`src/rtl/masked_subbytes_seq.sv`:
```
// Masked AES SubBytes sequencer: streams the 16 bytes of a Boolean-shared state through one shared S-box and writes results back in place.
// Latency: start at edge T, issue cycles T+1..T+16 (plus one per RandOKxSI stall), DonexSO in cycle T+17+LATENCY.
// Backpressure: RandOKxSI low stalls issue (zero bubble on SboxInxDO); retirement is never stalled, the S-box is a fixed pipe.
//
// Ports:
//   ClkxCI, RstxBI      clock, async active-low reset
//   StartxSI            start a pass (accepted in IDLE only)
//   StatexDI/StatexDO   shared AES state, share i at [128i+127:128i], byte k at [128i+8k+7:128i+8k]
//   RandOKxSI           S-box randomness valid; gates issue
//   SboxInxDO           shared byte to the S-box (share i at [8i+7:8i]), zero on bubbles
//   SboxOutxDI          shared S-box result, LATENCY cycles after the issue
//   BusyxSO, DonexSO    high in RUN / one-cycle pulse in DONE
module masked_subbytes_seq #(
    parameter int unsigned SHARES  = 2,
    parameter int unsigned LATENCY = 5
) (
    input  logic                    ClkxCI,
    input  logic                    RstxBI,
    input  logic                    StartxSI,
    input  logic [128*SHARES-1:0]   StatexDI,
    input  logic                    RandOKxSI,
    output logic [8*SHARES-1:0]     SboxInxDO,
    input  logic [8*SHARES-1:0]     SboxOutxDI,
    output logic [128*SHARES-1:0]   StatexDO,
    output logic                    BusyxSO,
    output logic                    DonexSO
);

    // Packed views matching the flat port layout: [share][byte][bit].
    typedef logic [SHARES-1:0][15:0][7:0] shared_state_t;
    typedef logic [SHARES-1:0][7:0]       shared_byte_t;

    typedef enum logic [1:0] {
        IDLE = 2'd0,
        RUN  = 2'd1,
        DONE = 2'd2
    } fsm_e;

    fsm_e               fsm_q, fsm_d;
    logic [4:0]         iss_cnt_q, iss_cnt_d;
    logic [4:0]         ret_cnt_q, ret_cnt_d;
    logic [LATENCY-1:0] vld_q, vld_d;
    shared_state_t      st_q, st_d;

    shared_byte_t       sbox_in;
    shared_byte_t       sbox_out;
    logic               issue;
    logic               retire;

    assign sbox_out = SboxOutxDI;

    // Issue stops once all 16 bytes are out; RandOKxSI is don't-care after that.
    assign issue  = (fsm_q == RUN) && RandOKxSI && !iss_cnt_q[4];
    assign retire = (fsm_q == RUN) && vld_q[LATENCY-1];

    // Read of byte IssCnt sees the register value before any same-cycle
    // retire write, and RetCnt <= IssCnt keeps unissued bytes intact.
    always_comb begin
        sbox_in = '0;
        if (issue) begin
            for (int i = 0; i < int'(SHARES); i++) begin
                sbox_in[i] = st_q[i][iss_cnt_q[3:0]];
            end
        end
    end

    always_comb begin
        fsm_d     = fsm_q;
        iss_cnt_d = iss_cnt_q;
        ret_cnt_d = ret_cnt_q;
        vld_d     = vld_q;
        st_d      = st_q;

        case (fsm_q)
            IDLE: begin
                if (StartxSI) begin
                    fsm_d     = RUN;
                    st_d      = StatexDI;
                    iss_cnt_d = '0;
                    ret_cnt_d = '0;
                    vld_d     = '0;
                end
            end

            RUN: begin
                // Valid pipe tracks which S-box pipeline slots carry real bytes.
                vld_d = (vld_q << 1) | LATENCY'(issue);
                if (issue) begin
                    iss_cnt_d = iss_cnt_q + 5'd1;
                end
                if (retire) begin
                    for (int i = 0; i < int'(SHARES); i++) begin
                        st_d[i][ret_cnt_q[3:0]] = sbox_out[i];
                    end
                    ret_cnt_d = ret_cnt_q + 5'd1;
                    if (ret_cnt_q == 5'd15) begin
                        fsm_d = DONE;
                    end
                end
            end

            DONE: begin
                fsm_d = IDLE;
            end

            default: begin
                fsm_d = IDLE;
            end
        endcase
    end

    always_ff @(posedge ClkxCI or negedge RstxBI) begin
        if (!RstxBI) begin
            fsm_q     <= IDLE;
            iss_cnt_q <= '0;
            ret_cnt_q <= '0;
            vld_q     <= '0;
            st_q      <= '0;
        end else begin
            fsm_q     <= fsm_d;
            iss_cnt_q <= iss_cnt_d;
            ret_cnt_q <= ret_cnt_d;
            vld_q     <= vld_d;
            st_q      <= st_d;
        end
    end

    assign SboxInxDO = sbox_in;
    assign StatexDO  = st_q;
    assign BusyxSO   = (fsm_q == RUN);
    assign DonexSO   = (fsm_q == DONE);

endmodule

```
`config.mk`:
```
export PLATFORM = sky130hd
export DESIGN_NAME = masked_subbytes_seq
export DESIGN_NICKNAME = d
export VERILOG_FILES = /design/src/rtl/masked_subbytes_seq.sv
export SDC_FILE = /design/constraint.sdc
export NUM_CORES = 1
export LEC_CHECK = 0
export CAP_MARGIN = 20
export CORE_AREA = 5 5 212 214
export CTS_CLUSTER_SIZE = 28
export DETAILED_ROUTE_END_ITERATION = 12
export DIE_AREA = 0 0 217 219
export GPL_ROUTABILITY_DRIVEN = 0
export SLEW_MARGIN = 10
export SYNTH_ARGS = -nofsm -noshare
export SYNTH_HDL_FRONTEND = slang
export SYNTH_SLANG_ARGS = --single-unit
```
`constraint.sdc`:
```
create_clock -name ClkxCI -period 5.69 [get_ports ClkxCI]
set_input_delay 0.8535 -clock ClkxCI [delete_from_list [all_inputs] [get_ports ClkxCI]]
set_output_delay 0.8535 -clock ClkxCI [all_outputs]
set_load 0.01 [all_outputs]
```
---- Word level (Yosys, flattened, before mapping) ----
Cells that the tools add are included.
word-level totals
  register bits after elaboration ......... 273
  input port bits ......................... 276
  output and inout bits ................... 274
cells by class
  $add $sub $neg .......................... 2
  order comparisons ....................... 3
  equality and inequality tests ........... 7
  mux-type cells .......................... 22
  bitwise gates (word level) .............. 1
  reductions and logical operators ........ 11
operators by type and width
  operator                                                                  number
  256-bit 2-to-1 mux                                                        2
  256-bit case mux with 2 select lines                                      1
  128-bit bitwise mux                                                       2
  8-bit binary-select mux with 4-bit select                                 2
  8-bit demux with 4-bit select                                             1
  5-bit case mux with 2 select lines                                        3
  8-bit 2-to-1 mux                                                          3
  16-bit 2-to-1 mux                                                         1
  5-bit 2-to-1 mux                                                          3
  5-bit by 1-bit adder with 5-bit output (second input constant)            2
  4-bit by 5-bit < comparator with 1-bit output (second input constant)     2
  3-bit AND reduction                                                       3
  2-bit 2-to-1 mux                                                          3
  2-bit by 1-bit inequality test with 1-bit output (second input constant)  3
  5-bit by 4-bit == test with 1-bit output (second input constant)          1
  5-bit by 1-bit bitwise OR with 5-bit output                               1
  4-bit by 1-bit >= comparator with 1-bit output (second input constant)    1
  1-bit logical AND                                                         4
  2-bit case mux with 2 select lines                                        1
  2-bit by 1-bit == test with 1-bit output (second input constant)          1
  2-bit == test (second input constant)                                     1
  2-bit logical NOT                                                         1
  2-bit inequality test (second input constant)                             1
  2-bit AND reduction                                                       1
  other kinds (2)                                                           2

---- Longest topological paths before layout ----
  depth in word-level cells ............... 7
  gate-level depth with buffers ........... 9
  depth with buffers taken out ............ 6

---- Least setup slack after synthesis ----
OpenSTA, ideal clock, no wires.
  path type ............................... in2out
  from .................................... input RandOKxSI
  to ...................................... output SboxInxDO[10]
  data arrival time ....................... 1942 ps
  setup slack ............................. 2894 ps
  stages on the path ...................... 5
  path buffers ............................ 2
  path through ............................ and4bb_2 > and3_1 > clkbuf_1 > buf_2 > a221o_1
between the ends
  word-level cells in the longest chain between the ends .. 3
RTL lines
  element                          RTL line  text
  from (decl)                      21        input logic RandOKxSI,
  1-bit logical AND (2 in series)  53        assign issue = (fsm_q == RUN) && RandOKxSI && !iss_cnt_q[4];
  16-bit 2-to-1 mux                60        if (issue) begin
  to (decl)                        22        output logic [8*SHARES-1:0] SboxInxDO,
No other way between the ends.

---- Worst setup path after layout ----
  from .................................... register iss_cnt_q[0]
  to ...................................... output SboxInxDO[12]
between the ends
  word-level cells in the longest chain between the ends .. 3
RTL lines
  element                                    RTL line  text
  from (decl)                                40        logic [4:0] iss_cnt_q, iss_cnt_d;
  from (signal assigned)                     121       iss_cnt_q <= iss_cnt_d;
  8-bit binary-select mux with 4-bit select  62        sbox_in[i] = st_q[i][iss_cnt_q[3:0]];
  8-bit 2-to-1 mux (not written as such)     62
  16-bit 2-to-1 mux                          60
No other way between the ends. The select of a mux whose other input is x is not followed.

==> results.cfg <==
[status]
status = complete, no violations

[final_layout]
multi_input_area_mm2 = 0.00685
fillers = 3859
fin_nets = 2162
drive_above_1_share_pct = 7.31
layout_common_cells = clkdlybuf4s50_1 (548), dfrtp_1 (271), a22oi_1 (256)
final_cell_count_no_fill = 2452
layout_commonest_cell = clkdlybuf4s50_1
register_area_mm2 = 0.00684
syn_to_final_growth_pct = 46.5

[setup_path]
slowest_stage = dfrtp_4
cp_top_family = flip-flops
cpPeakStageDelay_ns = 1.09
cp-start-kind = register
cp.arrival_ns = 3.58
cp-end-kind = output pin
crit_chain = buf_4 -> mux4_1 -> a221o_1 -> clkdlybuf4s50_1
cp.required_ns = 4.84
path_buf_inv = 2
worstPathMaxFanout = 54
path_class = reg -> out

[cts]
clk_pin_slew_worst_paths_ns = 0.06
ctsHoldBuffers = 0
post_cts_resized = 0
cts_max_level = 2
post_cts_buffers = 0
clockBufferDepth = 3
cts_tree = done
cts_buffers = 35
root_buffer = clkbuf_16
cts.sinks = 273
clk_latency_ns = 0.52

[synth]
synth_flop_cell = dfrtp_1
ys_ff_latch = 273
synth_edf_count = 0
yosysTopAreaCell = dfrtp_1
yosysWarnings = 0
synth_cell_types = 43
synth_area_mm2 = 0.0146
synth_area_leaders = dfrtp_1 (47%), a22oi_1 (13%), mux4_1 (6.9%), nand2_1 (6.3%), o21ai_1 (5.7%)
avgSynthCellArea_um2 = 10.2
yosysTopAreaCellShare_pct = 46.9
synth_seq_area_share_pct = 46.9
synth_nets = 1709
netlist_instances = 1427
synth-async-reset-ratio_pct = 100

[pwr]
p_comb_share_pct = 51.4
p_sw_share_pct = 43.6
internal-power_uw = 7080
p_seq_share_pct = 31.8
power.density_mw_per_mm2 = 588
vdd_drop_max_uv = 274
power.switching_uw = 5470
p_clk_share_pct = 16.8
leakage_uw = 0.00828

[routing]
antenna_left = 0
drt_first_pass_iters = 6
wl_mm = 72.5
vias = 14500
via_per_inst = 5.90
drc = 0
drt_iter0_markers = 1496
wire_per_inst_um = 29.6

[global_route]
grt_pass1_wl_mm = 102
track_usage_pct = 29.1
grt_pass1_vias = 14100
antenna_found_initial = 5
grt_max_degree = 112
grt_overflow_total = 0

[floorplanning]
die_w_um = 217
chipHeight_um = 219
coreArea_mm2 = 0.0427
dieArea_mm2 = 0.0475
num_io_pins = 550
rows = 76
start_util_pct = 34.1

[sta]
tightest_slew_ns = 1.23
final_max_slew_viol_count = 0
rsz0062_at_grt = false
period_minus_slack_ns = 4.43
period_share_pct = 77.9
max_freq_mhz = 226
clock_skew_ns = 0.0215
slew_headroom_pct = 18.2
finalSetupTns_ns = 0
hold_viol = 0
setup_slack_ns = 1.26
setup_violations = 0

[job]
maxCapViolations = 0

[placed_design]
dp_hpwl_mm = 52.1
io_buffers = 549
dp.cells = 2386
pre_cts_slack_ns = 1.37

[hold_path]
worstHoldPathType = in -> async
[cell type report]
cell class,count,area share [%]
Sequential cell,273,32.1
Inverter,4,0.0704
Multi-Input combinational cell,982,32.1
Timing Repair Buffer,584,27.4
Clock inverter,9,0.282
Antenna cell,4,0.0469
Tap cell,546,3.20
Clock buffer,50,4.75
[metrics by stage]
step	instance area, µm²	hold slack (ns)	util (%)	power, µW
2_1_floorplan	14600	0.449	-	6880
3_3_place_gp	20100	0.462	47.1	10300
6_report	21300	0.394	49.9	12500
4_1_cts	21200	0.447	49.8	12500
3_5_place_dp	20200	0.477	47.2	10400
5_1_grt	21300	0.470	49.9	13200
[cell usage after synthesis, types with 6 or more instances]
cell type and count:
and3b_1 9, buf_2 64, buf_6 14, and2_1 14, dfrtp_1 273, nand2_1 244
ha_1 6, a22oi_1 256, buf_1 6, o21ai_1 167, a21oi_1 41, clkbuf_1 73
o21ai_0 66, a21oi_2 6, mux4_1 38, mux4_2 24, a221o_1 15, nor2_1 41
a22o_1 16
[registers in the layout (all words and copies together), names as in the netlist]
signal and flops:
fsm_q 2, StatexDO 256, vld_q 5, ret_cnt_q 5, iss_cnt_q 5
[worst register-to-register path, cell delays in order, from the launching register on]
cell,delay [ns]
dfrtp_1,0.42
nand2b_4,0.55
inv_2,0.69
and2_1,1.04
a22oi_1,0.18
o21ai_0,0.24
[metal layers]
| layer | GRT usage, % | wire (µm) | vias to the layer above |
|---|---|---|---|
| met5 | 0 | 25 | - |
| met3 | 5.63 | 6130 | 147 |
| met4 | 12.2 | 3410 | 4 |
| li1 | - | - | 6243 |
| met1 | 38.8 | 29100 | 7175 |
| met2 | 46.9 | 33900 | 887 |
[power groups by stage]
stage | Sequential (µW) | Combinational, µW | Clock, µW
floorplan | 3710 | 3170 | 0
finish | 3990 | 6440 | 2110
global placement | 4000 | 6270 | 0
detailed placement | 3990 | 6390 | 0
global route | 4080 | 6850 | 2230
CTS | 3970 | 6420 | 2150
[kinds of logic after synthesis]
| group | count (synthesis) | share of synthesized area, % |
|---|---|---|
| mux | 66 | 10.9 |
| flops | 273 | 46.9 |
| buf+inv | 172 | 6.27 |
| fa+ha+maj | 6 | 0.516 |
| compound gates | 573 | 25.3 |
| simple gates | 333 | 9.89 |
| xor+xnor | 4 | 0.241 |
[path summary, 6_finish.rpt]
path                            endpoint  cells after the start  slack [ns]         start
hold reg to reg             ret_cnt_q[4]                      2        0.48  ret_cnt_q[4]
min in group ClkxCI         ret_cnt_q[4]                      2        0.48  ret_cnt_q[4]
setup reg to reg           StatexDO[220]                      5        2.48      fsm_q[1]
max in group asynchronous   StatexDO[64]                      2        3.99        RstxBI
setup / recovery           SboxInxDO[12]                      4        1.26  iss_cnt_q[0]
hold / removal              StatexDO[38]                      1        0.39        RstxBI
No activity file was read; power rests on OpenSTA's default activity.
